File: src/rtl/axi_rd_arbiter.sv
// ----------------------------------------------------------------------------
// axi_rd_arbiter
//
// Shares the single AXI4 read port of the window RAM between two read
// requesters. Requester 0 is the UART debug reader and requester 1 is a
// second on-chip reader. The arbiter grants whole bursts with round-robin
// fairness. It forwards the granted requester's AR channel to the RAM and
// steers R beats back to that requester until rlast. It never issues a new
// AR while the RAM reports reset-busy. It also checks each burst's beat
// count against the arlen that was issued.
//
// Ports
//   clk, rst                 system clock, asynchronous active-high reset
//   rsta_busy, rstb_busy     RAM reset-busy flags, gate IDLE -> ADDR
//   m0_ar*, m1_ar*           requester AR channels (fields, arvalid/arready)
//   m0_r*, m1_r*             requester R channels (data, rvalid/rready)
//   s_axi_ar*                RAM-side AR channel
//   s_axi_r*                 RAM-side R channel
//   grant                    one-hot owner, 00 when idle
//   busy                     high while in ADDR or DATA
//   len_err                  one-cycle pulse after a beat-count mismatch
// ----------------------------------------------------------------------------
module axi_rd_arbiter #(
    parameter int unsigned DATA_BIT_WIDTH = 256,
    parameter int unsigned ID_WIDTH       = 4,
    parameter int unsigned ADDR_WIDTH     = 32
) (
    input  logic                      clk,
    input  logic                      rst,
    input  logic                      rsta_busy,
    input  logic                      rstb_busy,

    // Requester 0
    input  logic [ID_WIDTH-1:0]       m0_arid,
    input  logic [ADDR_WIDTH-1:0]     m0_araddr,
    input  logic [7:0]                m0_arlen,
    input  logic [2:0]                m0_arsize,
    input  logic [1:0]                m0_arburst,
    input  logic                      m0_arvalid,
    output logic                      m0_arready,
    output logic [ID_WIDTH-1:0]       m0_rid,
    output logic [DATA_BIT_WIDTH-1:0] m0_rdata,
    output logic [1:0]                m0_rresp,
    output logic                      m0_rlast,
    output logic                      m0_rvalid,
    input  logic                      m0_rready,

    // Requester 1
    input  logic [ID_WIDTH-1:0]       m1_arid,
    input  logic [ADDR_WIDTH-1:0]     m1_araddr,
    input  logic [7:0]                m1_arlen,
    input  logic [2:0]                m1_arsize,
    input  logic [1:0]                m1_arburst,
    input  logic                      m1_arvalid,
    output logic                      m1_arready,
    output logic [ID_WIDTH-1:0]       m1_rid,
    output logic [DATA_BIT_WIDTH-1:0] m1_rdata,
    output logic [1:0]                m1_rresp,
    output logic                      m1_rlast,
    output logic                      m1_rvalid,
    input  logic                      m1_rready,

    // RAM side
    output logic [ID_WIDTH-1:0]       s_axi_arid,
    output logic [ADDR_WIDTH-1:0]     s_axi_araddr,
    output logic [7:0]                s_axi_arlen,
    output logic [2:0]                s_axi_arsize,
    output logic [1:0]                s_axi_arburst,
    output logic                      s_axi_arvalid,
    input  logic                      s_axi_arready,
    input  logic [ID_WIDTH-1:0]       s_axi_rid,
    input  logic [DATA_BIT_WIDTH-1:0] s_axi_rdata,
    input  logic [1:0]                s_axi_rresp,
    input  logic                      s_axi_rlast,
    input  logic                      s_axi_rvalid,
    output logic                      s_axi_rready,

    // Status
    output logic [1:0]                grant,
    output logic                      busy,
    output logic                      len_err
);

    localparam logic [1:0] ST_IDLE = 2'd0;
    localparam logic [1:0] ST_ADDR = 2'd1;
    localparam logic [1:0] ST_DATA = 2'd2;

    logic [1:0] r_state;
    logic [1:0] w_state_d;
    logic [1:0] r_grant;
    logic [1:0] w_grant_d;
    // Index of the requester that completed the most recent burst.
    logic       r_last_grant;
    logic       w_last_grant_d;
    logic [8:0] r_beat_cnt;
    logic [8:0] w_beat_cnt_d;
    logic       r_len_err;
    logic       w_len_err_d;

    logic       w_ram_busy;
    logic       w_any_req;
    logic       w_pick_m1;
    logic       w_ar_hs;
    logic       w_r_hs;

    assign w_ram_busy = rsta_busy | rstb_busy;
    assign w_any_req  = m0_arvalid | m1_arvalid;

    // If both requesters are asking, the one that did not own the previous
    // burst wins. Otherwise the single active requester wins.
    assign w_pick_m1  = (m0_arvalid & m1_arvalid) ? ~r_last_grant : m1_arvalid;

    assign w_ar_hs    = (r_state == ST_ADDR) & s_axi_arvalid & s_axi_arready;
    assign w_r_hs     = (r_state == ST_DATA) & s_axi_rvalid & s_axi_rready;

    // ------------------------------------------------------------------
    // Next-state logic
    // ------------------------------------------------------------------
    always_comb begin
        w_state_d      = r_state;
        w_grant_d      = r_grant;
        w_last_grant_d = r_last_grant;
        w_beat_cnt_d   = r_beat_cnt;
        w_len_err_d    = 1'b0;

        case (r_state)
            ST_IDLE: begin
                w_grant_d = 2'b00;
                if (!w_ram_busy && w_any_req) begin
                    w_grant_d = w_pick_m1 ? 2'b10 : 2'b01;
                    w_state_d = ST_ADDR;
                end
            end

            ST_ADDR: begin
                if (w_ar_hs) begin
                    // s_axi_arlen already carries the granted requester's arlen.
                    w_beat_cnt_d = {1'b0, s_axi_arlen};
                    w_state_d    = ST_DATA;
                end
            end

            ST_DATA: begin
                if (w_r_hs) begin
                    if (s_axi_rlast) begin
                        w_len_err_d    = (r_beat_cnt != 9'd0);
                        w_last_grant_d = r_grant[1];
                        w_grant_d      = 2'b00;
                        w_state_d      = ST_IDLE;
                    end else begin
                        // Beats past arlen without rlast: flag and keep waiting.
                        w_len_err_d = (r_beat_cnt == 9'd0);
                    end
                    w_beat_cnt_d = (r_beat_cnt == 9'd0) ? 9'd0 : r_beat_cnt - 9'd1;
                end
            end

            default: begin
                w_grant_d = 2'b00;
                w_state_d = ST_IDLE;
            end
        endcase
    end

    always_ff @(posedge clk or posedge rst) begin
        if (rst) begin
            r_state      <= ST_IDLE;
            r_grant      <= 2'b00;
            r_last_grant <= 1'b1;
            r_beat_cnt   <= 9'd0;
            r_len_err    <= 1'b0;
        end else begin
            r_state      <= w_state_d;
            r_grant      <= w_grant_d;
            r_last_grant <= w_last_grant_d;
            r_beat_cnt   <= w_beat_cnt_d;
            r_len_err    <= w_len_err_d;
        end
    end

    // ------------------------------------------------------------------
    // AR channel mux: only live in ADDR, all zeros otherwise
    // ------------------------------------------------------------------
    always_comb begin
        s_axi_arid    = '0;
        s_axi_araddr  = '0;
        s_axi_arlen   = '0;
        s_axi_arsize  = '0;
        s_axi_arburst = '0;
        s_axi_arvalid = 1'b0;
        m0_arready    = 1'b0;
        m1_arready    = 1'b0;

        if (r_state == ST_ADDR) begin
            if (r_grant[1]) begin
                s_axi_arid    = m1_arid;
                s_axi_araddr  = m1_araddr;
                s_axi_arlen   = m1_arlen;
                s_axi_arsize  = m1_arsize;
                s_axi_arburst = m1_arburst;
                s_axi_arvalid = m1_arvalid;
                m1_arready    = s_axi_arready;
            end else begin
                s_axi_arid    = m0_arid;
                s_axi_araddr  = m0_araddr;
                s_axi_arlen   = m0_arlen;
                s_axi_arsize  = m0_arsize;
                s_axi_arburst = m0_arburst;
                s_axi_arvalid = m0_arvalid;
                m0_arready    = s_axi_arready;
            end
        end
    end

    // ------------------------------------------------------------------
    // R channel steering: combinational, only in DATA. R beats arriving
    // outside DATA (e.g. left over after a reset) reach nobody.
    // ------------------------------------------------------------------
    always_comb begin
        m0_rid       = '0;
        m0_rdata     = '0;
        m0_rresp     = '0;
        m0_rlast     = 1'b0;
        m0_rvalid    = 1'b0;
        m1_rid       = '0;
        m1_rdata     = '0;
        m1_rresp     = '0;
        m1_rlast     = 1'b0;
        m1_rvalid    = 1'b0;
        s_axi_rready = 1'b0;

        if (r_state == ST_DATA) begin
            if (r_grant[1]) begin
                m1_rid       = s_axi_rid;
                m1_rdata     = s_axi_rdata;
                m1_rresp     = s_axi_rresp;
                m1_rlast     = s_axi_rlast;
                m1_rvalid    = s_axi_rvalid;
                s_axi_rready = m1_rready;
            end else begin
                m0_rid       = s_axi_rid;
                m0_rdata     = s_axi_rdata;
                m0_rresp     = s_axi_rresp;
                m0_rlast     = s_axi_rlast;
                m0_rvalid    = s_axi_rvalid;
                s_axi_rready = m0_rready;
            end
        end
    end

    assign grant   = r_grant;
    assign busy    = (r_state != ST_IDLE);
    assign len_err = r_len_err;

endmodule

File: config.mk
export PLATFORM = sky130hd
export DESIGN_NAME = axi_rd_arbiter
export DESIGN_NICKNAME = d
export VERILOG_FILES = /design/src/rtl/axi_rd_arbiter.sv
export SDC_FILE = /design/constraint.sdc
export NUM_CORES = 1
export LEC_CHECK = 0
export BUFFER_PORTS_ARGS = -buffer_cell sky130_fd_sc_hd__buf_2
export CELL_PAD_IN_SITES_DETAIL_PLACEMENT = 2
export CELL_PAD_IN_SITES_GLOBAL_PLACEMENT = 2
export CORE_AREA = 2 2 377 379
export CTS_BUF_LIST = sky130_fd_sc_hd__clkbuf_8 sky130_fd_sc_hd__clkbuf_16
export CTS_CLUSTER_DIAMETER = 30
export DETAILED_ROUTE_END_ITERATION = 8
export DIE_AREA = 0 0 379 381
export GPL_TIMING_DRIVEN = 0
export PLACE_DENSITY_LB_ADDON = 0.1
export RECOVER_POWER = 25
export SYNTH_ARGS = -nofsm -noshare
export SYNTH_HDL_FRONTEND = slang
export SYNTH_SLANG_ARGS = --single-unit
File: constraint.sdc
create_clock -name clk -period 2.3 [get_ports clk]
set_clock_uncertainty 0.15 [all_clocks]
set_input_delay 0.575 -clock clk [delete_from_list [all_inputs] [get_ports clk]]
set_output_delay 0.575 -clock clk [all_outputs]
set_load 0.01 [all_outputs]
; Word level (Yosys, flattened, before mapping)
; Index checks and enable logic that the tools add are counted.
[word_totals]
ff_bits = 15
input_bits = 371
out_inout_bits = 585
[classes]
add_sub_neg = 1
n_eq_ne = 6
n_mux = 54
bitwise = 9
reduce_logical = 11
[op_table]
columns = cell, count
row1 = $mux W256, 4
row2 = $mux W32, 2
row3 = $mux W9, 3
row4 = $mux W2, 12
row5 = $mux W4, 6
row6 = $mux W1, 20
row7 = $pmux W9 S2, 1
row8 = $mux W8, 2
row9 = $pmux W2 S3, 2
row10 = $logic_not A9 Y1, 1
row11 = $reduce_and A3 Y1, 3
row12 = $reduce_bool A9 Y1, 1
row13 = $sub A9 B1 Y9 const B, 1
row14 = $ne A2 B2 Y1 const B, 4
row15 = $mux W3, 2
row16 = $and A1 B1 Y1, 5
row17 = $reduce_and A4 Y1, 1
row18 = $reduce_bool A2 Y1, 2
row19 = $eq A2 B1 Y1 const B, 1
row20 = $eq A2 B2 Y1 const B, 1
row21 = $logic_not A2 Y1, 1
row22 = $not A1 Y1, 2
row23 = $or A1 B1 Y1, 2
row24 = $logic_and A1 B1 Y1, 1
row25 = $logic_not A1 Y1, 1

; Logic depth before layout (Yosys ltp)
[logic_depth]
depth_word = 6
depth_mapped = 6
ltp_nobuf = 6

; Least setup slack after synthesis
; No wires, ideal clock.
[synth_path]
path_kind = reg2out
startpoint = register r_grant[1] (netlist: grant[1])
endpoint = output port m0_rdata[211]
arrival_time_ns = 1.372
path_slack_ns = 0.203
path_stages_with_launch = 6
path_buffers = 3
cell_sequence = dfrtp_1 > buf_4 > inv_1 > clkbuf_1 > clkbuf_1 > and3_1
[synth_via]
elab_chain_cells = 2
[synth_rtl]
columns = item, line
row1 = start: declaration, 90  ; logic [1:0] r_grant;
row2 = start signal: assignment, 174  ; r_grant <= w_grant_d;
row3 = $mux W256, 233  ; if (r_grant[1]) begin
row4 = $mux W256, 232  ; if (r_state == ST_DATA) begin
row5 = end: declaration, 42  ; output logic [DATA_BIT_WIDTH-1:0] m0_rdata,
; Every way passes these cells.

; Worst setup path after layout
[layout_path]
startpoint = register r_state[1]
endpoint = output port m0_rdata[192]
[layout_via]
elab_chain_cells = 2
[layout_rtl]
columns = item, line
row1 = start: declaration, 88  ; logic [1:0] r_state;
row2 = start signal: assignment, 173  ; r_state <= w_state_d;
row3 = $eq A2 B2 Y1, 232
row4 = $mux W256, 232
; Every way passes these cells.

==> results.json <==
{
  "core_area_um2": 141000,
  "power_leakage_nw": 9.69,
  "critical_path.startpoint_type": "register",
  "crit_path_max_fanout": 10,
  "fin_worst_hold_slack_ps": 296,
  "hold_violations": 0,
  "post_dp_cell_area_um2": 12600,
  "setup_slack_ps": -287,
  "die-height_um": 381,
  "drv_cap": 0,
  "ctsRootBufferMaster": "sky130_fd_sc_hd__clkbuf_16",
  "remaining_drc_errors": 0,
  "dr_total_vias": 11622,
  "postSynthNetCount": 1227,
  "finalCriticalPeriod_ps": 2590,
  "netlist_instances": 855,
  "timing_worst_slew_pin_value_ps": 932,
  "netlist-cell-type-count": 44,
  "number_of_cell_rows": 138,
  "max-slew-margin-rel": 0.361,
  "layout-drive-gt1-share": 0.759,
  "place_worst_setup_slack_ps": -1330,
  "place.detailed.hpwl_mm": 84.6,
  "number_of_search_and_repair_iterations_in_the_first_detailed_routing_pass": 4,
  "gp_congestion": 0.782,
  "port_buffers": 955,
  "synth_top_area_cell": "sky130_fd_sc_hd__and3_1",
  "die_x_um": 379,
  "initial_utilization": 0.0386,
  "finalWirelength_mm": 101,
  "fmax_ghz": 0.387,
  "cp_data_required_time_ps": 1570,
  "r2r.worst_path.cells": 4,
  "setup_cp_type": "register to output port",
  "h_tree_lvl_count": 1,
  "fill_cells": 16630,
  "timing.setup.tns_ps": -108670,
  "tritoncts": "done",
  "timing.rr.end": "r_beat_cnt[1]",
  "total_power_mw": 15.1,
  "numClockSinks": 15,
  "groute.usage.overall": 0.132,
  "postLayoutCellArea_um2": 18400,
  "post_synth_instance_area_um2": 5430,
  "r2r_start": "grant[1]",
  "design.portCount": 956,
  "post_drt_via_cell_ratio": 3.05,
  "ctsHoldBuffers": 0,
  "critical_path.endpoint_type": "output port",
  "clock_insertion_delay_worst_skew_ps": 250,
  "rsz0062_at_grt": "yes",
  "design.final.nets": 2256,
  "min-delay-path-class": "input pin to async pin",
  "antenna_found_initial": 59,
  "first_pass_grt_wire_length_mm": 130,
  "grt_remaining_overflow": 0,
  "finalCritPeriodShare": 1.12,
  "maximum_number_of_pins_on_one_net_before_global_route_repair": 16,
  "setup-violations-final": 573,
  "final_antenna_net_count": 0,
  "die-area_um2": 144000,
  "synth.avg_cell_area_um2": 6.35,
  "ys_seq_elements": 15,
  "synthesis.yosys.warnings": 0,
  "drv_slew": 0,
  "failed_checks": "negative setup slack",
  "status": "complete, but fails checks",
  "layout-area-overhead-vs-synth_pct": 239,
  "rrSetupSlack_ps": 90,
  "routed_wire_length_per_instance_um": 26.7,
  "first_iter_violations": 397,
  "power_density_nw_per_um2": 822,
  "synth_top_cells_by_area": "sky130_fd_sc_hd__and3_1 61%, sky130_fd_sc_hd__mux2i_1 9.4%, sky130_fd_sc_hd__clkbuf_1 7.4%",
  "synth.top_cell.area_share": 0.608,
  "cts.reportedPaths.clkPinSlew_ps": 60,
  "max-clock-path-buffers": 2,
  "cts_inserted_buffers": 3,
  "first_global_vias": 13046,
  "peak_supply_drop_mv": 0.277,
  "cp.arrival_ps": 1860,
  "sequential_area_share_after_synthesis": 0.0694
}
-- cell usage in the layout (no fill, tap or decap), types with 17 or more instances in the layout --
master,synthesis,final
sky130_fd_sc_hd__buf_12,0,17
sky130_fd_sc_hd__clkbuf_8,1,31
sky130_fd_sc_hd__nor2_1,58,56
sky130_fd_sc_hd__and3_1,528,271
sky130_fd_sc_hd__and3_4,0,257
sky130_fd_sc_hd__mux2i_1,51,51
sky130_fd_sc_hd__clkbuf_16,0,66
sky130_fd_sc_hd__buf_4,6,59
sky130_fd_sc_hd__buf_6,1,251
sky130_fd_sc_hd__diode_2,0,33
sky130_fd_sc_hd__buf_2,11,681
-- cell type report --
cell class	count	area, um2	share of cell area
clock inverters	1	3.75	0.000204
clock buffers	3	75.1	0.00408
inverters	9	37.5	0.00204
well taps	1890	2360	0.129
diodes	33	82.6	0.00449
plain buffers	129	2070	0.113
multi-input cells	700	5790	0.315
flip-flops and latches	15	378	0.0205
repair buffers	1026	7590	0.413
-- state kept, by name (all words and copies together) (netlist names) --
name,count
r_state,2
r_beat_cnt,9
grant,2
len_err,1
r_last_grant,1
-- worst max-delay path by stage --
stage                     startpoint       endpoint  cells after the start
final                     r_state[1]  m0_rdata[192]                      8
after global routing      r_state[1]  m0_rdata[202]                      8
after CTS                 r_state[0]  m0_rdata[182]                      8
after detailed placement    grant[1]  m0_rdata[202]                      6
after global placement    r_state[1]   m1_rdata[15]                      6
after floorplan             grant[1]  m0_rdata[211]                      5
-- kinds of logic (layout without fill, tap and decap cells) --
family                     Yosys count  in the layout  share of synthesized area
xor gates and xnor gates             1              1                    0.00161
adders and majority gates            1              1                    0.00230
other                                0             33                          0
and+or+nand+nor                    613            613                      0.681
muxes                               52             52                     0.0961
DFF                                 15             15                     0.0694
buffers and inverters              140           1168                      0.107
AOI/OAI and AO/OA                   33             33                     0.0431
-- timing repair --
action | CTS | global route
gates cloned | 38 | 7
resized for setup | 910 | 194
endpoints found under the setup margin | 590 | 589
pin swaps | 110 | 32
buffers inserted | 27 | 0
-- metrics by stage --
step / cells / utilization
2_1_floorplan: 855 / -
3_3_place_gp: 3700 / 0.0895
3_5_place_dp: 3700 / 0.0895
4_1_cts: 3769 / 0.125
5_1_grt: 3783 / 0.130
6_report: 3806 / 0.131
-- critical path: stages, from the launching register on --
cell                       delay, ps
sky130_fd_sc_hd__dfrtp_1         380
sky130_fd_sc_hd__nor2b_4         130
sky130_fd_sc_hd__buf_6           120
sky130_fd_sc_hd__buf_16          140
sky130_fd_sc_hd__buf_12          140
sky130_fd_sc_hd__buf_16          150
sky130_fd_sc_hd__clkbuf_8        170
sky130_fd_sc_hd__and3_1          200
sky130_fd_sc_hd__buf_4           150
-- where the power goes --
group | switching [mW] | leakage [nW] | internal [mW]
clock network | 0.128 | 0.0425 | 0.231
registers | 0.119 | 0.194 | 0.359
logic | 7.14 | 9.46 | 7.15
total | 7.38 | 9.69 | 7.74
-- cell usage after synthesis, drive strengths merged --
cell	instances
nand3b	1
ha	1
buf	22
dfstp	1
a21o	1
o221ai	1
o21ai	10
nor2	58
or4	1
nor4	2
a31o	1
o2bb2ai	4
a22o	2
mux2	1
o21bai	1
o32ai	2
clkbuf	109
nand2b	2
nor4b	1
or4b	1
mux2i	51
nand2	6
or3	1
a31oi	4
or2	1
and2	1
xnor2	1
a21oi	5
o21a	1
a21boi	1
dfrtp	14
inv	9
nand3	1
and3	528
nor3	7
nor2b	2
-- routing by layer --
| metal | up-vias | GRT usage | wire length, um |
|---|---|---|---|
| met5 | - | 0 | 35 |
| met4 | 8 | 0.0152 | 688 |
| met3 | 50 | 0.0378 | 7840 |
| met2 | 546 | 0.250 | 54000 |
| met1 | 5791 | 0.148 | 38900 |
| li1 | 5227 | - | - |
Power figures use the tool's default switching activity.
